[src/rtl/col_parity_pkg.sv]
// Shared constants, FSM state type and lane addressing for the column-parity engine.
package col_parity_pkg;

    localparam int LANES = 25;
    localparam int COLS  = 5;
    localparam int ROWS  = 5;

    typedef enum logic {
        LOAD = 1'b0,
        EMIT = 1'b1
    } state_e;

    // Lane (x,y) of a 25-bit slice lives at bit 24-(5y+x).
    function automatic int lane_bit(input int x, input int y);
        return (LANES - 1) - (COLS * y + x);
    endfunction

endpackage

[src/rtl/col_parity_slice.sv]
// Combinational column parity of one 25-bit slice; column x lands on bit 4-x.
module col_parity_slice
    import col_parity_pkg::*;
(
    input  logic [LANES-1:0] slice,
    output logic [COLS-1:0]  par
);

    always_comb begin
        par = '0;
        for (int x = 0; x < COLS; x++) begin
            for (int y = 0; y < ROWS; y++) begin
                par[COLS-1-x] = par[COLS-1-x] ^ slice[lane_bit(x, y)];
            end
        end
    end

endmodule

[src/rtl/col_parity_theta_engine.sv]
// Frame-based column-parity / theta-effect engine: loads DEPTH slices, then streams one result per slice.
// Define COL_PARITY_THETA_EN to emit the theta mix D; otherwise the raw column parity C is emitted.
module col_parity_theta_engine
    import col_parity_pkg::*;
#(
    parameter int DEPTH = 64,
    parameter int IDXW  = $clog2(DEPTH)
) (
    input  logic             clk,
    input  logic             rst,
    input  logic             in_valid,
    output logic             in_ready,
    input  logic [LANES-1:0] in_slice,
    output logic             out_valid,
    input  logic             out_ready,
    output logic [COLS-1:0]  out_par,
    output logic [IDXW-1:0]  out_idx,
    output logic             out_last,
    output logic             busy
);

    localparam logic [IDXW-1:0] LAST_IDX = IDXW'(DEPTH - 1);

    // Handshakes: a transfer happens on a rising edge where valid and ready are both high;
    // valid never drops and its payload never changes until that transfer takes place.

    state_e          state;
    state_e          state_nxt;
    logic [IDXW-1:0] cnt;
    logic [IDXW-1:0] cnt_nxt;
    logic [COLS-1:0] par_buf [DEPTH];
    logic [COLS-1:0] c_in;
    logic [COLS-1:0] mix;
    logic            in_fire;
    logic            out_fire;

    col_parity_slice u_slice (
        .slice (in_slice),
        .par   (c_in)
    );

    assign in_ready  = rst && (state == LOAD);
    assign out_valid = rst && (state == EMIT);
    assign in_fire   = in_valid && in_ready;
    assign out_fire  = out_valid && out_ready;

    always_ff @(posedge clk) begin
        if (!rst) begin
            state <= LOAD;
            cnt   <= '0;
        end else begin
            state <= state_nxt;
            cnt   <= cnt_nxt;
        end
    end

    // The buffer is deliberately not reset: every frame rewrites all DEPTH entries before EMIT.
    always_ff @(posedge clk) begin
        if (in_fire) begin
            par_buf[cnt] <= c_in;
        end
    end

    always_comb begin
        state_nxt = state;
        cnt_nxt   = cnt;
        case (state)
            LOAD: begin
                if (in_fire) begin
                    if (cnt == LAST_IDX) begin
                        state_nxt = EMIT;
                        cnt_nxt   = '0;
                    end else begin
                        cnt_nxt = cnt + 1'b1;
                    end
                end
            end
            EMIT: begin
                if (out_fire) begin
                    if (cnt == LAST_IDX) begin
                        state_nxt = LOAD;
                        cnt_nxt   = '0;
                    end else begin
                        cnt_nxt = cnt + 1'b1;
                    end
                end
            end
            default: begin
                state_nxt = LOAD;
                cnt_nxt   = '0;
            end
        endcase
    end

`ifdef COL_PARITY_THETA_EN
    logic [IDXW-1:0] z_prev;
    logic [COLS-1:0] cur_par;
    logic [COLS-1:0] prev_par;

    // Slice 0 pairs with slice DEPTH-1: the wrap-around term.
    assign z_prev   = (cnt == '0) ? LAST_IDX : cnt - 1'b1;
    assign cur_par  = par_buf[cnt];
    assign prev_par = par_buf[z_prev];

    always_comb begin
        mix = '0;
        for (int x = 0; x < COLS; x++) begin
            mix[COLS-1-x] = cur_par[COLS-1-((x + 4) % COLS)]
                          ^ prev_par[COLS-1-((x + 1) % COLS)];
        end
    end
`else
    assign mix = par_buf[cnt];
`endif

    always_comb begin
        out_par  = '0;
        out_idx  = '0;
        out_last = 1'b0;
        if (out_valid) begin
            out_par  = mix;
            out_idx  = cnt;
            out_last = (cnt == LAST_IDX);
        end
    end

    assign busy = rst && ((state == EMIT) || (cnt != '0));

endmodule

[config.mk]
export PLATFORM = sky130hd
export DESIGN_NAME = col_parity_theta_engine
export DESIGN_NICKNAME = d
export VERILOG_FILES = /design/src/rtl/col_parity_pkg.sv /design/src/rtl/col_parity_slice.sv /design/src/rtl/col_parity_theta_engine.sv
export SDC_FILE = /design/constraint.sdc
export NUM_CORES = 1
export LEC_CHECK = 0
export BUFFER_PORTS_ARGS = -buffer_cell sky130_fd_sc_hd__buf_4
export CORE_MARGIN = 4
export CORE_UTILIZATION = 42
export DETAILED_ROUTE_END_ITERATION = 12
export GPL_TIMING_DRIVEN = 0
export PLACE_DENSITY_LB_ADDON = 0.05
export SKIP_LAST_GASP = 1
export SYNTH_ARGS = -nofsm -noshare
export SYNTH_HDL_FRONTEND = slang
export SYNTH_SLANG_ARGS = --single-unit
export TNS_END_PERCENT = 5
[constraint.sdc]
create_clock -name clk -period 3.7 [get_ports clk]
set_input_delay 0.185 -clock clk [delete_from_list [all_inputs] [get_ports clk]]
set_output_delay 0.185 -clock clk [all_outputs]
set_load 0.05 [all_outputs]
==> metrics.cfg <==
[route]
ant_nets=0
routed_via_density=5.72
wl_met2_um=16700
met3WireLength_um=2350
wire_per_inst_um=28.2
drt_iter0_markers=569
route.detailed.drc=0
route.top_layer_used=met4
vias=6947
wl_met1_um=14400
drt_pass1_iterations=5
wirelength_um=34200

[synth]
syn-num-nets=722
synth_area_mm2=0.0136
synth.most_common_cell=edfxtp_1
synth_area_leader_cell=edfxtp_1
synth.ff_latch_count=333
synth-edff-count=320
yosysUniqueCellTypes=52
synth-seq-area-share=0.726
synth_cells=691
async_flop_share=0
yosysWarningCount=0
avgSynthCellArea_um2=19.7
synth_top_cells_by_area=edfxtp_1 (71%), mux4_2 (11%), mux4_1 (4.1%)
synth_ff_type=edfxtp_1
synth_top_cell_area_share=0.707
synth_commonest_cells=edfxtp_1 (320), nor2_1 (77), mux4_2 (64)

[layout]
final_layout_size_suffix_gt1_frac=0.270
post-route-util=0.497
syn2layout_area_growth_pct=15.9
nets=818
antennaDiodeCount=0

[timing]
timing_hold_violations_final=0
fmax_ghz=0.280
worst_clock_skew_ps=20.5
grt_setup_unrepaired=yes
worst_pin_slew_ps=995
drv_slew=0
slew_headroom=0.333
finalCritPeriodShare=0.967
setup_viol=0
period_needed_ps=3580

[grt]
grt_max_degree=29
first_global_vias=7372
antenna_found_initial=0
track_usage=0.196
grt_pass1_wl_um=50300
gr-total-overflow=0

[place]
dp_hpwl_um=23400
io_buffers=43
place_congestion=0.788

[clock_network]
cts-root-buf=clkbuf_16
cts_buffer_depth=3
clk_latency_ps=530
clock-sinks=333
numCtsBuffers=37
cts_tree=yes
clk_pin_slew_ps=50
h-tree-depth=2

[floorplanning]
die_h_um=188
io_pins=44
initial_core_util=0.428
dieArea_mm2=0.0353
die_w_um=188
row_count=65
core_area_mm2=0.0317

[power]
power_mw=8.39
peakVddDrop_uv=305
power.density_mw_per_mm2=533
power.leakage_nw=4.94

[setup_path]
worstSetupStartpointType=register
crit_type=reg -> out
cp.required_ps=3510
critPathMaxFanout=10
reg2reg_from=state
arrival_ps=3390
crit_path_end_kind=primary output

[outcome]
status=complete, no violations

[min_path]
hold_start=out_ready
hold_path_class=in -> reg

[run]
drv_cap=0

## timing repair
action / CTS / global route
resized for setup: 1 / 2
endpoints found under the hold margin: 1 / 0
setup buffers: 0 / 0
hold buffers: 1 / 0
setup endpoints to repair: 2 / 2
## logic make-up (layout without fill, tap and decap cells)
logic type,Yosys count,in the layout,synth area share
DFF,333,333,0.726
and+or+nand+nor,148,148,0.0484
muxes,104,104,0.161
buffers and inverters,43,164,0.0270
AOI/OAI and AO/OA,39,39,0.0211
xor gates and xnor gates,22,22,0.0142
adders and majority gates,2,2,0.00184
## layout by cell type, fill, tap and decap left out, types with 5 or more instances in the layout
master | synthesis | final
nor2_1 | 77 | 77
clkbuf_8 | 10 | 10
buf_8 | 1 | 9
mux4_1 | 21 | 21
xnor2_1 | 22 | 17
dfxtp_1 | 13 | 13
nor2b_1 | 6 | 6
nand3_1 | 11 | 11
edfxtp_1 | 320 | 320
clkbuf_16 | 0 | 37
clkbuf_1 | 8 | 15
clkinv_2 | 0 | 7
o22ai_1 | 5 | 5
buf_6 | 7 | 12
xnor2_2 | 0 | 5
nand2_1 | 28 | 28
mux2i_1 | 15 | 15
buf_4 | 6 | 49
nor3_1 | 5 | 5
mux4_2 | 64 | 64
clkinv_1 | 1 | 6
## routing by layer
metal	GRT usage	vias up
li1	-	3005
met1	0.268	3633
met2	0.325	251
met3	0.0471	58
met4	0.0438	0
met5	0	-
## layout make-up
cell class / count / area (um2)
clock inverters: 19 / 148
repair buffers: 57 / 509
fillers: 2653 / 16000
inverters: 5 / 18.8
well taps: 402 / 503
plain buffers: 38 / 349
multi-input cells: 315 / 3400
flip-flops and latches: 333 / 9870
clock buffers: 45 / 956
## critical path: stages, from the launching register on
cell and delay [ps]:
dfxtp_1 330, buf_6 170, buf_4 290, clkbuf_8 270
buf_4 330, mux2i_1 180, a211oi_1 710, o211ai_1 210
nand3_1 150, buf_4 200
## worst paths after layout
check | endpoint | slack [ps] | depth (start not counted)
worst max-delay path | out_par[2] | 120 | 9
worst min-delay path | state | 40 | 3
worst max register to register | par_buf[15][2] | 940 | 6
worst min register to register | cnt[1] | 570 | 2
## registers in the layout, summed over array words and instances, names as in the netlist, named ones only
name / count
state: 1
par_buf: 320
cnt: 6
## power breakdown
part,total [mW],internal (mW),switching (mW)
Combinational,0.651,0.227,0.424
Sequential,4.38,4.38,0.00345
Clock,3.36,1.92,1.44
## metrics by stage
stage | instances | instance area (um2) | setup WS, ps | setup TNS [ps] | hold WS [ps]
CTS | 1214 | 15700 | 8.21 | 0 | 17.3
detailed placement | 1149 | 14600 | 361 | 0 | 444
global route | 1214 | 15800 | -21.2 | -21.2 | 56.7
finish | 1214 | 15800 | 123 | 0 | 39.7
global placement | 1136 | 14400 | -1830 | -447920 | 440
floorplan | 691 | 13600 | 802 | 0 | 330
Power figures use the tool's default switching activity.
